--- src/rtl/core_issue_scoreboard.sv ---
// Register scoreboard and issue controller between decode and execute.
// Tracks pending writes per architectural register and in total, holds back
// issue on RAW/WAW hazards or occupancy limits, and drains after a flush.
module core_issue_scoreboard #(
  parameter int unsigned CNT_W        = 2,
  parameter int unsigned MAX_INFLIGHT = 4
) (
  input  logic       clk,
  input  logic       rest,
  input  logic       id_valid,
  input  logic [4:0] id_rs1,
  input  logic       id_rs1_used,
  input  logic [4:0] id_rs2,
  input  logic       id_rs2_used,
  input  logic [4:0] id_rd,
  input  logic       id_reg_write,
  input  logic       de_ready,
  output logic       issue_ok,
  output logic       issue_fire,
  input  logic       wb_valid,
  input  logic [4:0] wb_rd,
  input  logic       flush_en,
  output logic       draining,
  output logic [3:0] inflight_cnt,
  output logic       sb_err
);

  localparam logic [CNT_W-1:0] PendMax     = '1;
  localparam logic [3:0]       MaxInflight = 4'(MAX_INFLIGHT);

  typedef enum logic [0:0] {StRun, StDrain} state_e;

  state_e           state_q, state_d;
  logic [CNT_W-1:0] pend_q [32];
  logic [CNT_W-1:0] pend_d [32];
  logic [3:0]       inflight_q, inflight_d;
  logic             err_q, err_d;

  logic rs1_haz, rs2_haz, rd_write, rd_block, inc, dec;

  // Issue decision from registered state only; wb_valid is never bypassed.
  always_comb begin
    rs1_haz    = id_rs1_used && (id_rs1 != 5'd0) && (pend_q[id_rs1] != '0);
    rs2_haz    = id_rs2_used && (id_rs2 != 5'd0) && (pend_q[id_rs2] != '0);
    rd_write   = id_reg_write && (id_rd != 5'd0);
    rd_block   = rd_write && ((pend_q[id_rd] == PendMax) || (inflight_q >= MaxInflight));
    issue_ok   = (state_q == StRun) && !flush_en && !rs1_haz && !rs2_haz && !rd_block;
    issue_fire = id_valid && issue_ok && de_ready;
    inc        = issue_fire && rd_write;
    dec        = wb_valid && (wb_rd != 5'd0);
  end

  // Per-register and total counter updates; underflow sets the sticky error.
  always_comb begin
    pend_d     = pend_q;
    inflight_d = inflight_q;
    err_d      = err_q;
    // Matching inc/dec on one register cancel out.
    if (!(inc && dec && (id_rd == wb_rd))) begin
      if (inc) begin
        pend_d[id_rd] = pend_q[id_rd] + 1'b1;
      end
      if (dec) begin
        if (pend_q[wb_rd] == '0) begin
          err_d = 1'b1;
        end else begin
          pend_d[wb_rd] = pend_q[wb_rd] - 1'b1;
        end
      end
    end
    if (inc && !dec) begin
      inflight_d = inflight_q + 4'd1;
    end else if (dec && !inc) begin
      if (inflight_q == 4'd0) begin
        err_d = 1'b1;
      end else begin
        inflight_d = inflight_q - 4'd1;
      end
    end
  end

  // RUN/DRAIN sequencing around flushes.
  always_comb begin
    state_d = state_q;
    unique case (state_q)
      StRun: begin
        if (flush_en && (inflight_d != 4'd0)) begin
          state_d = StDrain;
        end
      end
      StDrain: begin
        // Leave once the registered count shows everything has reported back.
        if (!flush_en && (inflight_q == 4'd0)) begin
          state_d = StRun;
        end
      end
      default: state_d = StRun;
    endcase
  end

  // State registers with synchronous reset.
  always_ff @(posedge clk) begin
    if (rest) begin
      state_q    <= StRun;
      pend_q     <= '{default: '0};
      inflight_q <= 4'd0;
      err_q      <= 1'b0;
    end else begin
      state_q    <= state_d;
      pend_q     <= pend_d;
      inflight_q <= inflight_d;
      err_q      <= err_d;
    end
  end

  assign draining     = (state_q == StDrain);
  assign inflight_cnt = inflight_q;
  assign sb_err       = err_q;

endmodule
--- config.mk ---
export PLATFORM = sky130hd
export DESIGN_NAME = core_issue_scoreboard
export DESIGN_NICKNAME = d
export VERILOG_FILES = /design/src/rtl/core_issue_scoreboard.sv
export SDC_FILE = /design/constraint.sdc
export NUM_CORES = 1
export LEC_CHECK = 0
export ABC_AREA = 0
export CAP_MARGIN = 0
export CORE_MARGIN = 2
export CORE_UTILIZATION = 60
export DETAILED_ROUTE_END_ITERATION = 16
export GPL_TIMING_DRIVEN = 0
export PLACE_DENSITY = 0.82
export RECOVER_POWER = 100
export SYNTH_ARGS = -nofsm -noshare
export SYNTH_HDL_FRONTEND = slang
export SYNTH_SLANG_ARGS = --single-unit
--- constraint.sdc ---
create_clock -name clk -period 7.5 [get_ports clk]
set_input_delay 1.125 -clock clk [delete_from_list [all_inputs] [get_ports clk]]
set_output_delay 1.125 -clock clk [all_outputs]
set_load 0.1 [all_outputs]
[Word-level counts from Yosys, hierarchy flattened]
Index checks and enable logic that the tools add are counted.
Storage, ports and cells
  register bits: 70
  output and inout port bits: 8
  input port bits: 29
Operators by class
  magnitude comparators: 7
  reductions and logical operators: 38
  $add $sub $neg: 4
  equal/unequal tests: 2
  multiplexer cells: 34
  bitwise gates (word level): 5
Operators by type and width (number)
  2-to-1 mux 64 bit: 4
  bitwise mux 64 bit: 2
  binary-select mux 2 bit (select 5 bit): 4
  greater-or-equal comparator 6 bit, second input constant: 4
  NOT 5 -> 6 bit: 4
  logical AND 1 bit: 22
  demux 2 bit (select 5 bit): 2
  2-to-1 mux 2 bit: 10
  nonzero test 5 bit: 4
  less-than comparator 6 x 1 -> 1 bit, second input constant: 2
  2-to-1 mux 4 bit: 3
  2-to-1 mux 1 bit: 8
  logical NOT 1 bit: 6
  == test 5 bit: 1
  adder 4 x 1 -> 4 bit, second input constant: 1
  greater-or-equal comparator 4 x 3 -> 1 bit, second input constant: 1
  logical NOT 4 bit: 1
  nonzero test 2 bit: 2
  nonzero test 4 bit: 1
  subtractor 4 x 1 -> 4 bit, second input constant: 1
  adder 2 x 1 -> 2 bit, second input constant: 1
  == test 2 bit, second input constant: 1
  logical NOT 2 bit: 1
  case mux 1 bit (2 select lines): 1
  3 further kinds: 3

[Depth between registers and ports, before layout]
  word-level depth: 21
  gate-level depth with buffers: 18

[Worst setup path after synthesis]
OpenSTA, ideal clock, no wires.
  path kind: input to output
  start: input id_rd[0]
  end: output issue_fire
  path buffers: 3
  stages on the path: 10
  data required time: 6.375 ns
  arrival time: 5.190 ns
  path slack: 1.185 ns
  cell sequence: clkbuf_1 > buf_2 > buf_1 > mux4_2 > a22oi_1 > nand4_1 > ha_1 > o311ai_0 > and3_1 > and3_1
Between the ends
  word-level cells in the longest chain between the ends: 11
  elaborated cells on any way between the ends: 13
  classes of those cells: eq/ne (1); mux (3); bitwise (1); reduce/logical (8)
RTL lines
  from (decl): line 15  | input logic [4:0] id_rd,
  NOT 5 -> 6 bit (not written as such): line 46  | rd_block = rd_write && ((pend_q[id_rd] == PendMax) || (inflight_q >= MaxInflight));
  binary-select mux 2 bit (select 5 bit): line 46
  2-to-1 mux 2 bit (not written as such) (2 in series): line 46
  == test 2 bit: line 46
  logical OR 1 bit: line 46
  logical AND 1 bit *: line 46
  logical NOT 1 bit *: line 47  | issue_ok = (state_q == StRun) && !flush_en && !rs1_haz && !rs2_haz && !rd_block;
  logical AND 1 bit *: line 47
  via issue_ok: line 18  | output logic issue_ok,
  logical AND 1 bit * (2 in series): line 48  | issue_fire = id_valid && issue_ok && de_ready;
  to (decl): line 19  | output logic issue_fire,
Mark *: on every way through the listed nets, which the timed path passes. The rest lies on a longest branch. The select of a mux whose other input is x is not followed.

[Final worst setup path]
  start: input id_rd[1]
  end: output issue_fire
Between the ends
  word-level cells in the longest chain between the ends: 11
  elaborated cells on any way between the ends: 13
  classes of those cells: eq/ne (1); mux (3); bitwise (1); reduce/logical (8)
RTL lines (line)
  NOT 5 -> 6 bit (not written as such): 46
  binary-select mux 2 bit (select 5 bit): 46
  2-to-1 mux 2 bit (not written as such) (2 in series): 46
  == test 2 bit: 46
  logical OR 1 bit: 46
  logical AND 1 bit *: 46
  logical NOT 1 bit *: 47
  logical AND 1 bit *: 47
  logical AND 1 bit * (2 in series): 48
Mark *: on every way between the ends. The rest lies on a longest branch, timed or not. The select of a mux whose other input is x is not followed.

==> out/qor.yml <==
cells_and_area:
  fin_nets: 826
  syn2layout_area_growth_pct: 9.89
  stdcell_count: 933
  insertedDiodeCount: 0
  fillers: 886
  drive_gt1_frac: 0.128
cts:
  cts_tree: "done"
  cts_max_level: 3
  root_buffer: "clkbuf_8"
  cts.clk_slew.worst_paths_ns: 0.07
  ctsResizeCount: 0
  clk_latency_ns: 0.38
  numCtsBuffers: 9
  cts_hold_buf: 0
  cts_max_path_buffers: 2
  cts.sinks: 70
  post-cts-setup-buffers: 0
worst_setup_path:
  path_class: "in -> out"
  required_ns: 6.38
  critPathLaunchType: "input pin"
  cp_max_fo: 10
  cp-end-kind: "output port"
  arrival_ns: 5.65
synthesis:
  synth_top_area_frac: 0.223
  syn_area_sq_um: 6300
  syn_nets: 787
  synth.most_common_cell: "a211oi_1"
  ys_warn_count: 0
  yosys.cell_types.count: 64
  async_flop_share: 0
  synth_common_cells: "88 x a211oi_1, 85 x nor2_1, 70 x dfxtp_1, 52 x nand2_1, 50 x clkbuf_1"
  avgSynthCellArea_sq_um: 8.35
  synth-edff-count: 0
  synth-seq-area-share: 0.223
  synthFlopType: "dfxtp_1"
  synth_cells: 754
  synth_area_leaders: "dfxtp_1 22%, mux4_2 14%, a211oi_1 10%"
  ys_ff_latch: 70
  yosysTopAreaCell: "dfxtp_1"
timing:
  slew_violations: 0
  slew_headroom: 0.166
  tightest_slew_ns: 1.24
  fin_setup_tns_ns: 0
  fin_worst_skew_ns: 0.0152
  setup_viol: 0
  rsz0062_at_grt: "false"
  period_minus_slack_ns: 6.77
  final_hold_viol_count: 0
  fmax_mhz: 148
  finalCritPeriodShare: 0.903
drt:
  first_pass_iters: 8
  ant_nets: 0
  via_per_inst: 7.98
  wl_per_cell_microns: 29.3
  wirelength_microns: 27300
  vias: 7450
  drc: 0
  drt_iter0_markers: 1272
global_route:
  grt_pass1_vias: 7187
  grt-ovfl-total: 0
  grtUsageTotal: 0.490
  grt_util_met2: 0.726
  grt_first_pass_wirelength_microns: 41300
  grt_max_degree: 12
  antenna_found_initial: 0
  busiest_layer: "met2"
  met3_usage: 0.172
  use_met1: 0.606
floorplanning:
  fp.dieH_microns: 106
  placementRows: 37
  core_area_sq_um: 10300
  die_x_microns: 106
  dieArea_sq_um: 11300
  start_util: 0.613
  pin_count: 37
worst_hold_path:
  min_path_type: "reg -> reg"
place:
  io_buffer_count: 28
  place.gp.congestion: 1.05
  dp.cells: 918
  hpwl_microns: 20100
run_status:
  status: "finished clean"
power:
  power_density_nw_per_um2: 151
  peakVddDrop_uv: 184
  cellLeakagePower_uw: 0.00249
flow_run:
  drv_cap: 0
layout by cell type, fill, tap and decap left out, types with 4 or more instances in the layout:
cell type	count
clkbuf_8	10
buf_2	13
nand4_1	6
inv_1	9
a311oi_1	4
o2111ai_1	12
nand3b_1	9
a221oi_1	8
a21o_1	45
o22ai_1	16
a22oi_1	12
mux4_2	40
clkdlybuf4s50_1	18
nor2_1	85
a31oi_1	4
nor2b_1	9
a21oi_1	26
and2_1	6
a211oi_1	88
and3_1	12
o221a_2	12
nor3b_1	7
ha_1	4
or3_1	5
or2_2	6
dfxtp_1	70
clkinv_2	4
nand2_1	52
nor4_1	6
dlygate4sd3_1	10
and3b_1	4
mux2_2	5
nor3_1	8
clkbuf_1	56
mux2i_1	4
o32ai_1	20
o21ai_0	25
nand3_1	22
worst max-delay path, cell delays in order:
cell and delay (ns):
dlygate4sd3_1 0.68, clkbuf_1 0.48, clkbuf_1 0.51, mux4_2 0.44, a22oi_1 0.20, nand4_1 0.11, ha_1 0.25, o311ai_0 0.25
and3_1 0.23, and3_1 0.15, dlygate4sd3_1 1.20
power by group:
part / internal [uW] / total [uW] / leakage (uW) / switching (uW)
logic: 100 / 331 / 0.00182 / 231
registers: 382 / 399 / 0.000564 / 17.2
clock network: 158 / 313 / 0.000102 / 154
area by class of cell:
type | instances | area, sq um | area share
Clock inverter | 5 | 50.0 | 0.00723
Clock buffer | 10 | 138 | 0.0199
Sequential cell | 70 | 1400 | 0.202
Inverter | 10 | 40.0 | 0.00579
Tap cell | 136 | 170 | 0.0246
Multi-Input combinational cell | 599 | 4530 | 0.655
Buffer | 75 | 310 | 0.0448
Timing Repair Buffer | 28 | 280 | 0.0405
kinds of logic after synthesis:
kind of cell	count (synthesis)	synth area share
mux	51	0.167
xor+xnor	6	0.00835
flops	70	0.223
simple gates	248	0.194
fa+ha+maj	4	0.00795
compound gates	290	0.343
buf+inv	85	0.0574
per-stage QoR:
step,util,hold WS [ns],cell area (sq um),setup WS [ns],total power [uW]
3_3_place_gp,0.657,0.485,6750,0.988,722
6_report,0.673,0.510,6920,0.728,1040
5_1_grt,0.673,0.520,6920,0.520,1070
4_1_cts,0.675,0.505,6940,0.922,1040
2_1_floorplan,-,0.468,6300,1.18,640
3_5_place_dp,0.657,0.497,6750,0.931,733
path summary, 6_finish.rpt:
| check | start | to | slack (ns) | depth (start not counted) |
|---|---|---|---|---|
| worst min register to register | sb_err$_SDFF_PP0_ | sb_err$_SDFF_PP0_ | 0.51 | 2 |
| worst max-delay path | id_rd[1] | issue_fire | 0.73 | 11 |
| worst min-delay path | sb_err$_SDFF_PP0_ | sb_err$_SDFF_PP0_ | 0.51 | 2 |
| worst max register to register | pend_q[0]$_SDFFE_PP0N_ | sb_err$_SDFF_PP0_ | 2.69 | 14 |
sequential cells by signal (all words and copies together), names as in the netlist:
name,cells
pend_q,64
inflight_cnt,4
draining,1
sb_err,1
routing by layer:
metal	share of wire	vias to the layer above
met2	0.42	736
li1	-	3083
met4	0.077	0
met5	0	-
met1	0.34	3443
met3	0.16	188
(Power assumes the default switching activity.)
